### src/rtl/shift_tx.sv
// Parallel-to-serial frame transmitter: captures a word on load and shifts it out
// MSB- or LSB-first, holding each bit for DIV enabled cycles.
module shift_tx #(
  parameter int SIZE = 8,
  parameter int DIV  = 1
) (
  input  logic            clk,
  input  logic            rst_n,
  input  logic [SIZE-1:0] din,
  input  logic            load,
  output logic            ready,
  input  logic            dir,
  input  logic            en,
  output logic            q,
  output logic            q_valid,
  output logic            busy,
  output logic            done
);

  localparam int BW = $clog2(SIZE + 1);
  localparam int DW = (DIV > 1) ? $clog2(DIV) : 1;
  localparam logic [BW-1:0] LAST_BIT = BW'(SIZE - 1);
  localparam logic [DW-1:0] LAST_DIV = DW'(DIV - 1);

  typedef enum logic {
    S_IDLE  = 1'b0,
    S_SHIFT = 1'b1
  } state_t;

  state_t          r_state, w_state_nx;
  logic [SIZE-1:0] r_word, w_word_nx;
  logic            r_dir, w_dir_nx;
  logic [BW-1:0]   r_bit, w_bit_nx;
  logic [DW-1:0]   r_div, w_div_nx;
  logic            r_done, w_done_nx;
  logic [BW-1:0]   w_idx;
  logic [SIZE-1:0] w_mask;

  // State and datapath registers with synchronous active-low reset
  always_ff @(posedge clk) begin
    if (!rst_n) begin
      r_state <= S_IDLE;
      r_word  <= '0;
      r_dir   <= 1'b0;
      r_bit   <= '0;
      r_div   <= '0;
      r_done  <= 1'b0;
    end else begin
      r_state <= w_state_nx;
      r_word  <= w_word_nx;
      r_dir   <= w_dir_nx;
      r_bit   <= w_bit_nx;
      r_div   <= w_div_nx;
      r_done  <= w_done_nx;
    end
  end

  // Next-state logic: accept in IDLE, advance bit/divide counters in SHIFT
  always_comb begin
    w_state_nx = r_state;
    w_word_nx  = r_word;
    w_dir_nx   = r_dir;
    w_bit_nx   = r_bit;
    w_div_nx   = r_div;
    w_done_nx  = 1'b0;
    case (r_state)
      S_IDLE: begin
        if (load) begin
          w_state_nx = S_SHIFT;
          w_word_nx  = din;
          w_dir_nx   = dir;
          w_bit_nx   = '0;
          w_div_nx   = '0;
        end else begin
          w_state_nx = S_IDLE;
        end
      end
      S_SHIFT: begin
        if (en) begin
          if (r_div == LAST_DIV) begin
            w_div_nx = '0;
            if (r_bit == LAST_BIT) begin
              // Last bit finished: return to IDLE and flag completion for one cycle
              w_state_nx = S_IDLE;
              w_bit_nx   = '0;
              w_done_nx  = 1'b1;
            end else begin
              w_bit_nx = r_bit + BW'(1);
            end
          end else begin
            w_div_nx = r_div + DW'(1);
          end
        end else begin
          w_state_nx = S_SHIFT;
        end
      end
      default: begin
        w_state_nx = S_IDLE;
      end
    endcase
  end

  // Select the current frame bit from the captured word
  always_comb begin
    w_idx  = r_dir ? r_bit : (LAST_BIT - r_bit);
    w_mask = {{(SIZE-1){1'b0}}, 1'b1} << w_idx;
  end

  assign ready   = (r_state == S_IDLE);
  assign busy    = (r_state == S_SHIFT);
  assign q_valid = (r_state == S_SHIFT);
  assign q       = (r_state == S_SHIFT) & (|(r_word & w_mask));
  assign done    = r_done;

endmodule

### config.mk
export PLATFORM = sky130hd
export DESIGN_NAME = shift_tx
export DESIGN_NICKNAME = d
export VERILOG_FILES = /design/src/rtl/shift_tx.sv
export SDC_FILE = /design/constraint.sdc
export NUM_CORES = 1
export LEC_CHECK = 0
export ABC_AREA = 1
export BUFFER_PORTS_ARGS = -buffer_cell sky130_fd_sc_hd__buf_2
export CAP_MARGIN = 10
export CORE_MARGIN = 8
export CORE_UTILIZATION = 53
export CTS_CLUSTER_DIAMETER = 150
export DETAILED_ROUTE_END_ITERATION = 7
export GPL_TIMING_DRIVEN = 0
export PLACE_DENSITY = 0.8
export RECOVER_POWER = 100
export SKIP_CTS_REPAIR_TIMING = 1
export SLEW_MARGIN = 15
export SYNTH_ARGS = -nofsm -noshare
export SYNTH_HDL_FRONTEND = slang
export SYNTH_SLANG_ARGS = --single-unit
### constraint.sdc
create_clock -name clk -period 2.7 [get_ports clk]
set_clock_uncertainty 0.05 [all_clocks]
set_input_delay 0.675 -clock clk [delete_from_list [all_inputs] [get_ports clk]]
set_output_delay 0.675 -clock clk [all_outputs]
set_load 0.03 [all_outputs]
---- Yosys cells after proc, flatten, opt, wreduce, memory -nomap -nowiden ----
Cells that the tools add are included.
word-level totals
  register bits after elaboration ......... 16
  input bits .............................. 13
  output and inout port bits .............. 5
  logic and storage cells ................. 40
cells by class
  add/subtract/negate cells ............... 3
  equal/unequal tests ..................... 4
  shift-type cells ........................ 1
  mux-type cells .......................... 16
  bitwise operators ....................... 5
  reduce and logical (&&, ||, !) cells .... 5
operator list
  kind                                                  number
  two-way mux 4 bit                                     5
  AND 8 bit                                             1
  two-way mux 1 bit                                     8
  one-hot mux 4 bit (2 select lines)                    1
  OR reduction 8 bit                                    1
  left shift 1 x 4 -> 8 bit (first input constant)      1
  inequality test 2 bit (second input constant)         3
  adder 4 x 1 -> 4 bit (second input constant)          1
  equality test 4 x 3 -> 1 bit (second input constant)  1
  one-hot mux 1 bit (2 select lines)                    2
  AND reduction 2 bit                                   2
  OR reduction 4 bit                                    1
  subtractor 3 x 4 -> 4 bit (first input constant)      1
  inverter 1 bit                                        3
  AND reduction 3 bit                                   1
  adder 1 bit (second input constant)                   1
  AND 1 bit                                             1

---- Logic depth before layout (Yosys ltp) ----
  depth after elaboration ................. 6
  depth in mapped cells ................... 7
  gate-level depth less buffers ........... 7

---- Least setup slack after synthesis ----
Ideal clock, no wire load.
  path kind ............................... flip-flop to output port
  start ................................... register r_state, in the netlist busy
  end ..................................... output port q
  arrival ................................. 1.335 ns
  required time ........................... 1.975 ns
  path slack .............................. 0.640 ns
  cell stages (with the launch flop) ...... 3
  path buffers ............................ 0
  path through ............................ dfxtp_1 inv_1 a21oi_1
between the ends
  longest elaborated chain between the ends .. 1
ends and longest elaborated chain
  what                    line  RTL
  from (decl)             30    state_t r_state, w_state_nx;
  from (signal assigned)  49    r_state <= w_state_nx;
  AND 1 bit               112   assign q = (r_state == S_SHIFT) & (|(r_word & w_mask));
  to (decl)               14    output logic q,
No other way between the ends.

---- Worst setup path after layout ----
  start ................................... register r_dir
  end ..................................... output port q
between the ends
  longest elaborated chain between the ends .. 5
ends and longest elaborated chain
  what                       line  RTL
  from (decl)                32    logic r_dir, w_dir_nx;
  from (signal assigned)     51    r_dir <= w_dir_nx;
  two-way mux 4 bit          105   w_idx = r_dir ? r_bit : (LAST_BIT - r_bit);
  left shift 1 x 4 -> 8 bit  106   w_mask = {{(SIZE-1){1'b0}}, 1'b1} << w_idx;
  AND 8 bit                  112
  OR reduction 8 bit         112
  AND 1 bit                  112
No other way between the ends.

==> summary.txt <==
Synth top area share: 42.6%
RSZ-0062 raised after global routing: no
Largest area contributor in the netlist: dfxtp_1
Drt initial violations: 15
Final Wtd Congestion: 0.865
Yosys cell types: 21
Final hold violations: 0
Syn-to-layout area delta: 17.2%
Pwr dens: 535 nW/um^2
Switch Pwr: 124 uW
Finished Core Util: 65.1%
Syn nets: 117
# DRC: 0
Mapped Cells: 103
Core area: 1270 sq um
Worst-Margin Slew: 377 ps
Number of synthesized flops with an enable pin: 0
Crit Path Category: reg2out
Clk pwr share: 28.1%
Met3 GRT Util: 3.41%
Netlist Area Pre-Place: 704 sq um
Max-slew violation count: 0
Nets: 139
IO buf count: 17
Final global-route overflow total: 0
Crit-path max FO: 6
Die footprint: 2750 sq um
Sequential area share after synthesis: 42.6%
DR vias/cell: 4.99
# clock sinks: 15
Post-detailed-route count of antenna-violating nets: 0
Top-count cell post-synth: nand2_1
Max-cap violation count: 0
R2R setup slack: 1410 ps
Clk Latency, worst-skew pair: 270 ps
Internal: 318 uW
Setup violators final: 0
Largest net degree at the start of global routing: 11
Vias in the first global route: 670
Status: finished clean
Synth top cells by count: nand2_1, nor2_1, dfxtp_1, nand3_1, o21ai_0
Initial antenna violation count: 0
Synth Area per Inst: 6.84 sq um
Worst Setup SP: r_dir
Row count: 13
Synth warn: 0
Post-synth top flop: dfxtp_1
Rel. slew slack: 75.0%
Largest cells by area after synthesis: dfxtp_1, nand2_1, nor2_1, nand3_1, o21ai_0
Static Leak: 0.000398 uW
Worst R2R Start: busy
Clock Pin Slew Worst Setup and Hold Paths: 80 ps
Met2 usage: 20.6%
Die H: 52.5 um
Starting Density: 55.5%
Global-route wire length before repair: 2610 um
Crit. End Element: primary output
TNS Setup: 0 ps
Drt pass-1 iters: 4
Grt peak-use layer: met2
Overall routing resource usage: 12.2%
Tcrit/Tclk final: 88.7%
CP max stage cell: dfxtp_1
HP Start: r_word[6]
Arr. time, crit path: 1670 ps
Hold Slack: 444 ps
WL/cell: 11.1 um
H-tree depth: 1
CTS tree: yes
Critical path, cell by cell: inv_2 > nand2_1 > nand2_1 > nand3_1 > nand2_1 > o21ai_1 > a21oi_1 > clkbuf_1
Synthesized flop and latch total: 15
VDD IR max: 296 uV
Die width: 52.5 um
Cts bufs inserted: 3
Antenna Cells: 0
Req. time, crit path: 1980 ps
Minimum clock period: 2390 ps
Peak Freq: 418 MHz
Clock Path Buffers: 2
Fraction of layout cells with a size suffix above 1: 15.3%
Vias: 693
Num ports: 18
Ys async rst share: 0%
Routed Wire Length: 1540 um
Register share of total power: 55.1%
Switching part of the total: 28.0%
HPWL Detailed: 1220 um
CP Launch Type: flip-flop
Clock Tree Root: clkbuf_4
Comb power frac: 16.8%
Most frequent CP cell: nand2_1
Worst hold path type: reg2reg
Delay of the slowest critical-path stage: 370 ps
Met1 global-route usage: 14.1%
## worst max-delay path, delay by kind of cell, from the launching register on
| family | cells | cell delay [ps] |
|---|---|---|
| AO/OA/AOI/OAI | 2 | 230 |
| AND/OR/NAND/NOR | 4 | 350 |
| flip-flops | 1 | 370 |
| buffers and inverters | 2 | 440 |
## cell type report
class / instances / area [sq um]
fill: 132 / 443
multi-input combinational: 75 / 348
sequential: 15 / 300
timing repair buffer: 17 / 78.8
inverter: 10 / 37.5
clock buffer: 4 / 26.3
tap: 15 / 18.8
buffer: 3 / 16.3
## flip-flops by register name, indices dropped and copies added, names as in the netlist
signal  cells
r_bit       4
r_dir       1
done        1
r_word      8
busy        1
## path summary, 6_finish.rpt
kind	depth (start not counted)	end
worst max register to register	6	r_bit[0]
worst max-delay path	8	q
worst min register to register	2	r_word[6]
worst min-delay path	2	r_word[6]
## cell families after synthesis
| family | synth area share [%] |
|---|---|
| adder cells (fa/ha/maj) | 1.78 |
| buffers and inverters | 7.64 |
| AO/OA/AOI/OAI | 15.3 |
| XOR/XNOR | 1.24 |
| flip-flops | 42.6 |
| AND/OR/NAND/NOR | 31.4 |
## per-stage QoR
step | instances | total power (uW) | worst slack, ps | cell area, sq um
2_1_floorplan | 103 | 302 | 640 | 704
3_3_place_gp | 135 | 323 | 764 | 808
3_5_place_dp | 135 | 325 | 729 | 808
4_1_cts | 139 | 450 | 405 | 835
5_1_grt | 139 | 473 | 130 | 826
6_report | 139 | 442 | 306 | 826
## routing by layer
metal / up-vias / wire (um)
met2: 13 / 770
met1: 301 / 718
met4: 0 / 10
li1: 377 / -
met3: 2 / 37
met5: - / 0
## placed cells by master (no fill, tap or decap)
cell,synthesis,final
o21ai_0,10,10
inv_1,7,8
nand2_1,21,21
xor2_1,1,1
clkbuf_4,0,3
nor2_1,20,21
ha_1,1,1
a211oi_1,1,1
nor3_1,1,1
o21bai_1,1,1
clkbuf_1,1,7
o21ai_1,1,1
buf_2,0,12
dfxtp_1,15,15
o221ai_1,1,1
a211o_1,1,1
nor4_1,1,1
nand3_1,10,10
a21oi_1,4,4
buf_4,1,1
inv_2,3,2
clkbuf_2,1,1
## power by group through the flow
stage | sequential [uW] | clock [uW] | combinational, uW
2_1_floorplan | 249 | 0 | 52.8
3_3_place_gp | 249 | 0 | 74.2
3_5_place_dp | 249 | 0 | 76.6
4_1_cts | 244 | 130 | 76.6
5_1_grt | 246 | 143 | 84.7
6_report | 243 | 124 | 74.3
Power figures use the tool's default switching activity.
